==> config.mk <==
export PLATFORM = sky130hd
export DESIGN_NAME = led_sequencer
export DESIGN_NICKNAME = d
export VERILOG_FILES = /design/src/rtl/led_sequencer.sv
export SDC_FILE = /design/constraint.sdc
export NUM_CORES = 1
export LEC_CHECK = 0
export CAP_MARGIN = 20
export CORE_AREA = 2 2 73 75
export DETAILED_ROUTE_END_ITERATION = 8
export DIE_AREA = 0 0 75 77
export PLACE_DENSITY = 0.73
export SLEW_MARGIN = 5
export SYNTH_ARGS = -nofsm -noshare
export SYNTH_HDL_FRONTEND = slang
export SYNTH_SLANG_ARGS = --single-unit
==> constraint.sdc <==
create_clock -name Clk_i -period 2.1 [get_ports Clk_i]
set_input_delay 0.42 -clock Clk_i [delete_from_list [all_inputs] [get_ports Clk_i]]
set_output_delay 0.42 -clock Clk_i [all_outputs]
set_load 0.01 [all_outputs]
==> src/rtl/led_sequencer.sv <==
// LED bank sequencer: prescaled step tick drives an OFF/COUNT/CHASE/BLINK pattern
// FSM, configuration is staged and applied on tick boundaries, and a PWM stage dims the drive.
module led_sequencer #(
  parameter int PRESCALE_W = 25,
  parameter int PWM_W      = 4,
  parameter int LED_W      = 4
) (
  input  logic             Clk_i,
  input  logic             Rst_i,
  input  logic             Cfg_valid_i,
  output logic             Cfg_ready_o,
  input  logic [1:0]       Cfg_mode_i,
  input  logic [LED_W-1:0] Cfg_pattern_i,
  input  logic [PWM_W-1:0] Cfg_duty_i,
  output logic [LED_W-1:0] Led_o,
  output logic             Tick_o,
  output logic [1:0]       Mode_o
);

  typedef enum logic [1:0] {
    M_OFF   = 2'b00,
    M_COUNT = 2'b01,
    M_CHASE = 2'b10,
    M_BLINK = 2'b11
  } mode_e;

  localparam logic [LED_W-1:0] LED_ONE = {{(LED_W-1){1'b0}}, 1'b1};

  logic [PRESCALE_W-1:0] presc_q, presc_d;
  logic [PWM_W-1:0]      pwm_q, pwm_d, duty_q, duty_d, pend_duty_q, pend_duty_d;
  logic [LED_W-1:0]      pat_q, pat_d, pend_pat_q, pend_pat_d, led_q, led_d;
  mode_e                 mode_q, mode_d, pend_mode_q, pend_mode_d;
  logic                  phase_q, phase_d, pending_q, pending_d, tick_q;
  logic                  tick, accept, pwm_on;

  always_ff @(posedge Clk_i or posedge Rst_i) begin
    if (Rst_i) begin
      presc_q     <= '0;
      pwm_q       <= '0;
      tick_q      <= 1'b0;
      led_q       <= '0;
      mode_q      <= M_OFF;
      pat_q       <= '0;
      phase_q     <= 1'b0;
      duty_q      <= '1;
      pending_q   <= 1'b0;
      pend_mode_q <= M_OFF;
      pend_pat_q  <= '0;
      pend_duty_q <= '0;
    end else begin
      presc_q     <= presc_d;
      pwm_q       <= pwm_d;
      tick_q      <= tick;
      led_q       <= led_d;
      mode_q      <= mode_d;
      pat_q       <= pat_d;
      phase_q     <= phase_d;
      duty_q      <= duty_d;
      pending_q   <= pending_d;
      pend_mode_q <= pend_mode_d;
      pend_pat_q  <= pend_pat_d;
      pend_duty_q <= pend_duty_d;
    end
  end

  always_comb begin
    tick        = &presc_q;
    accept      = Cfg_valid_i && !pending_q;
    pwm_on      = (duty_q == '1) || (pwm_q < duty_q);
    presc_d     = presc_q + PRESCALE_W'(1);
    pwm_d       = pwm_q + PWM_W'(1);
    mode_d      = mode_q;
    pat_d       = pat_q;
    phase_d     = phase_q;
    duty_d      = duty_q;
    pending_d   = pending_q;
    pend_mode_d = pend_mode_q;
    pend_pat_d  = pend_pat_q;
    pend_duty_d = pend_duty_q;

    // A staged config takes the whole tick; the pattern does not also step.
    if (tick && pending_q) begin
      mode_d    = pend_mode_q;
      duty_d    = pend_duty_q;
      phase_d   = 1'b1;
      pending_d = 1'b0;
      case (pend_mode_q)
        M_CHASE: pat_d = (pend_pat_q == '0) ? LED_ONE : pend_pat_q;
        M_BLINK: pat_d = pend_pat_q;
        default: pat_d = '0;
      endcase
    end else if (tick) begin
      case (mode_q)
        M_COUNT: pat_d   = pat_q + LED_ONE;
        M_CHASE: pat_d   = {pat_q[LED_W-2:0], pat_q[LED_W-1]};
        M_BLINK: phase_d = !phase_q;
        default: pat_d   = pat_q;
      endcase
    end

    if (accept) begin
      pending_d   = 1'b1;
      pend_mode_d = mode_e'(Cfg_mode_i);
      pend_pat_d  = Cfg_pattern_i;
      pend_duty_d = Cfg_duty_i;
    end

    led_d = '0;
    if (pwm_on && (mode_q != M_OFF) && !((mode_q == M_BLINK) && !phase_q))
      led_d = pat_q;
  end

  assign Cfg_ready_o = !pending_q;
  assign Led_o       = led_q;
  assign Tick_o      = tick_q;
  assign Mode_o      = mode_q;

endmodule

==> metrics <==
CTS resizes=0; min Tclk post-route=1950 ps; Mapped Cells=203; highest clock rate=512 MHz; Worst slew margin=69.0%; CTS sink cnt=56; crit end category=register; Seq/Total Area, Yosys=56.4%; clk_skew=5.91 ps; Worst Path Arrival=2150 ps; first-pass GRT wire length=a little over 7000 microns; area grow syn2layout=17.3%; RePlAce Congestion=0.760; CP Launch Type=register; unrepaired setup endpoints after global routing=false; Inserted Clock Buffers=5; fin area=2920 sq um; global route total overflow=0; final hold vios=0; worst hold path type=in -> async; Worst-Margin Slew=464 ps; Core Rows=26; register cell area after layout=1410 sq um; DPL Wire Length=2930 microns; H-tree depth=2; Final TNS setup=0 ps; Synth cell types=34; Worst VDD drop=0.420 mV; Syn Nets=222; CORE AREA=4980 sq um; Syn. warnings=0; post-route clock period utilization=between 90% and 100%; syn avg cell area=between 10 and 15 sq um; I/O pin count=21; Worst-path clk slew=roughly 90 ps; Worst EP required=approximately 2300 ps; outcome=finished clean; port bufs=20; Clock Latency Late Sink=300 ps; number of DRC markers in iteration 0=about 110; Setup-failing EPs final=0; Avg WL per Cell=12.8 microns; vias per cell=5.07; DR vias=around 1500; crit path max-delay cell type=dfrtp_1; Antenna Cells=0; 1st-pass router iterations=4; Clock Path Buffers=2; die height=approximately 77 microns; leak pwr=1.34 nW; largest net degree at the start of global routing=25; share of layout cells above drive strength 1=18.9%; initial antenna violation count=0; Largest stage delay, worst path=420 ps; hold_buf cts=0; CTS tree=done; crit-path cells=nand3_1 -> nor4_4 -> and3_2 -> o31a_2 -> mux2_2; area occupied by multi-input gates=between 1000 and 1500 sq um; DRT Wirelength=between 3000 and 4000 microns; Max FO, Critical Path=4; post-synthesis async set-or-reset flop share=between 90% and 100%; clock root cell=clkbuf_8; Residual DRC=0; GRT Resource Usage Total=between 15 and 20%; die area=5780 sq um; Area after DPL=2820 sq um; register bit count reported by yosys=56; final net count=251; Final ANT Viol Nets=0; fillers=408; Max-cap violations=0; Die Width=about 75 microns; Setup Crit Path Kind=reg -> reg; PwrDens=622 nW/um^2; Main synth FF type=dfrtp_1; Post-Syn Area=2490 sq um; # Post-CTS Setup Buffers=0; Slew Limit Fails=0; starting density of the core=between 50% and 60%; EDFF count, synth=0; number of global-route vias before repair=1596
metal layers:
metal,vias to the layer above,track usage (%),part of all wire (%)
met5,-,0,0
met4,0,5.00,0.98
met3,5,4.60,2.9
met2,19,24.6,48
met1,755,22.3,48
li1,758,-,-
per-stage QoR:
stage	power, W	utilization (%)	setup slack (ps)	hold slack [ps]	std cells
finish	0.00182	58.7	146	437	303
global route	0.00191	58.7	33.1	464	303
CTS	0.00185	58.7	57.4	449	303
detailed placement	0.00123	56.7	78.4	461	295
global placement	0.00122	56.7	158	455	295
floorplan	0.00118	-	30.3	434	203
worst paths after layout:
check                            startpoint          end  slack (ps)  cells after the start
worst max-delay path            presc_q[10]     pat_q[3]         150                      5
worst min-delay path                  Rst_i   presc_q[4]         440                      2
worst max register to register  presc_q[10]     pat_q[3]         150                      5
worst min register to register  presc_q[21]  presc_q[21]         470                      1
max in group asynchronous             Rst_i   presc_q[7]        1130                      3
min in group Clk_i              presc_q[21]  presc_q[21]         470                      1
area by class of cell:
type	count	area share (%)
clock buffer	8	3.42
multi-input combinational	132	35.3
timing repair buffer	26	8.81
inverter	11	1.41
sequential	56	48.1
tap	70	3.00
cell usage after synthesis (all sizes together), types with 2 or more instances:
| cell | instances | area (sq um) |
|---|---|---|
| a21o | 2 | 15.0 |
| xnor2 | 19 | 166 |
| dfrtp | 52 | 1300 |
| nor2b | 3 | 18.8 |
| nor4 | 2 | 27.5 |
| and3 | 6 | 40.0 |
| nand4 | 8 | 71.3 |
| a21oi | 3 | 15.0 |
| ha | 6 | 75.1 |
| nand2 | 12 | 45.0 |
| mux2i | 5 | 50.1 |
| nand3 | 11 | 55.1 |
| o21ai | 2 | 10.0 |
| xor2 | 7 | 61.3 |
| dfstp | 4 | 105 |
| o31ai | 2 | 15.0 |
| clkbuf | 4 | 15.0 |
| nor2 | 12 | 45.0 |
| and4 | 4 | 35.0 |
| mux2 | 19 | 214 |
| inv | 11 | 41.3 |
power breakdown:
part | switching (W) | leakage, nW | internal (W)
sequential | 0.0000178 | 0.725 | 0.00110
combinational | 0.0000333 | 0.566 | 0.0000466
clock | 0.000318 | 0.0515 | 0.000302
total | 0.000369 | 1.34 | 0.00145
flip-flops by register name, summed over array words and instances, names as in the netlist:
name and cells:
duty_q 4, pend_pat_q 4, Led_o 4, Mode_o 2, Tick_o 1, pend_duty_q 4
pend_mode_q 2, presc_q 25, phase_q 1, pwm_q 4, pat_q 4, pending_q 1
critical path, delay by kind of cell, from the launching register on:
kind	cells	cell delay, ps
AND/OR/NAND/NOR	3	880
multiplexers	1	340
AO/OA/AOI/OAI	1	210
flip-flops	1	420
kinds of logic (layout without fill, tap and decap cells):
family                     after synthesis  count (layout)  synth area share (%)
AOI/OAI and AO/OA                       15              15                  4.26
muxes                                   24              24                  10.6
xor gates and xnor gates                26              26                  9.13
buffers and inverters                   15              45                  2.26
adders and majority gates                6               6                  3.01
DFF                                     56              56                  56.4
and+or+nand+nor                         61              61                  14.4
cells in the final DEF (no fill, tap or decap), types with 3 or more instances in the layout:
master and n:
dfrtp_1 52, clkdlybuf4s50_1 20, mux2_2 19, xnor2_1 19
nand2_1 12, nor2_1 12, nand3_1 11, inv_1 10
xor2_1 7, clkbuf_8 7, nand4_1 6, ha_1 6
mux2i_1 5, buf_4 5, and3_1 4, and4_1 4
dfstp_2 4, nor2b_1 3, a21oi_1 3
No activity file was read; power rests on OpenSTA's default activity.
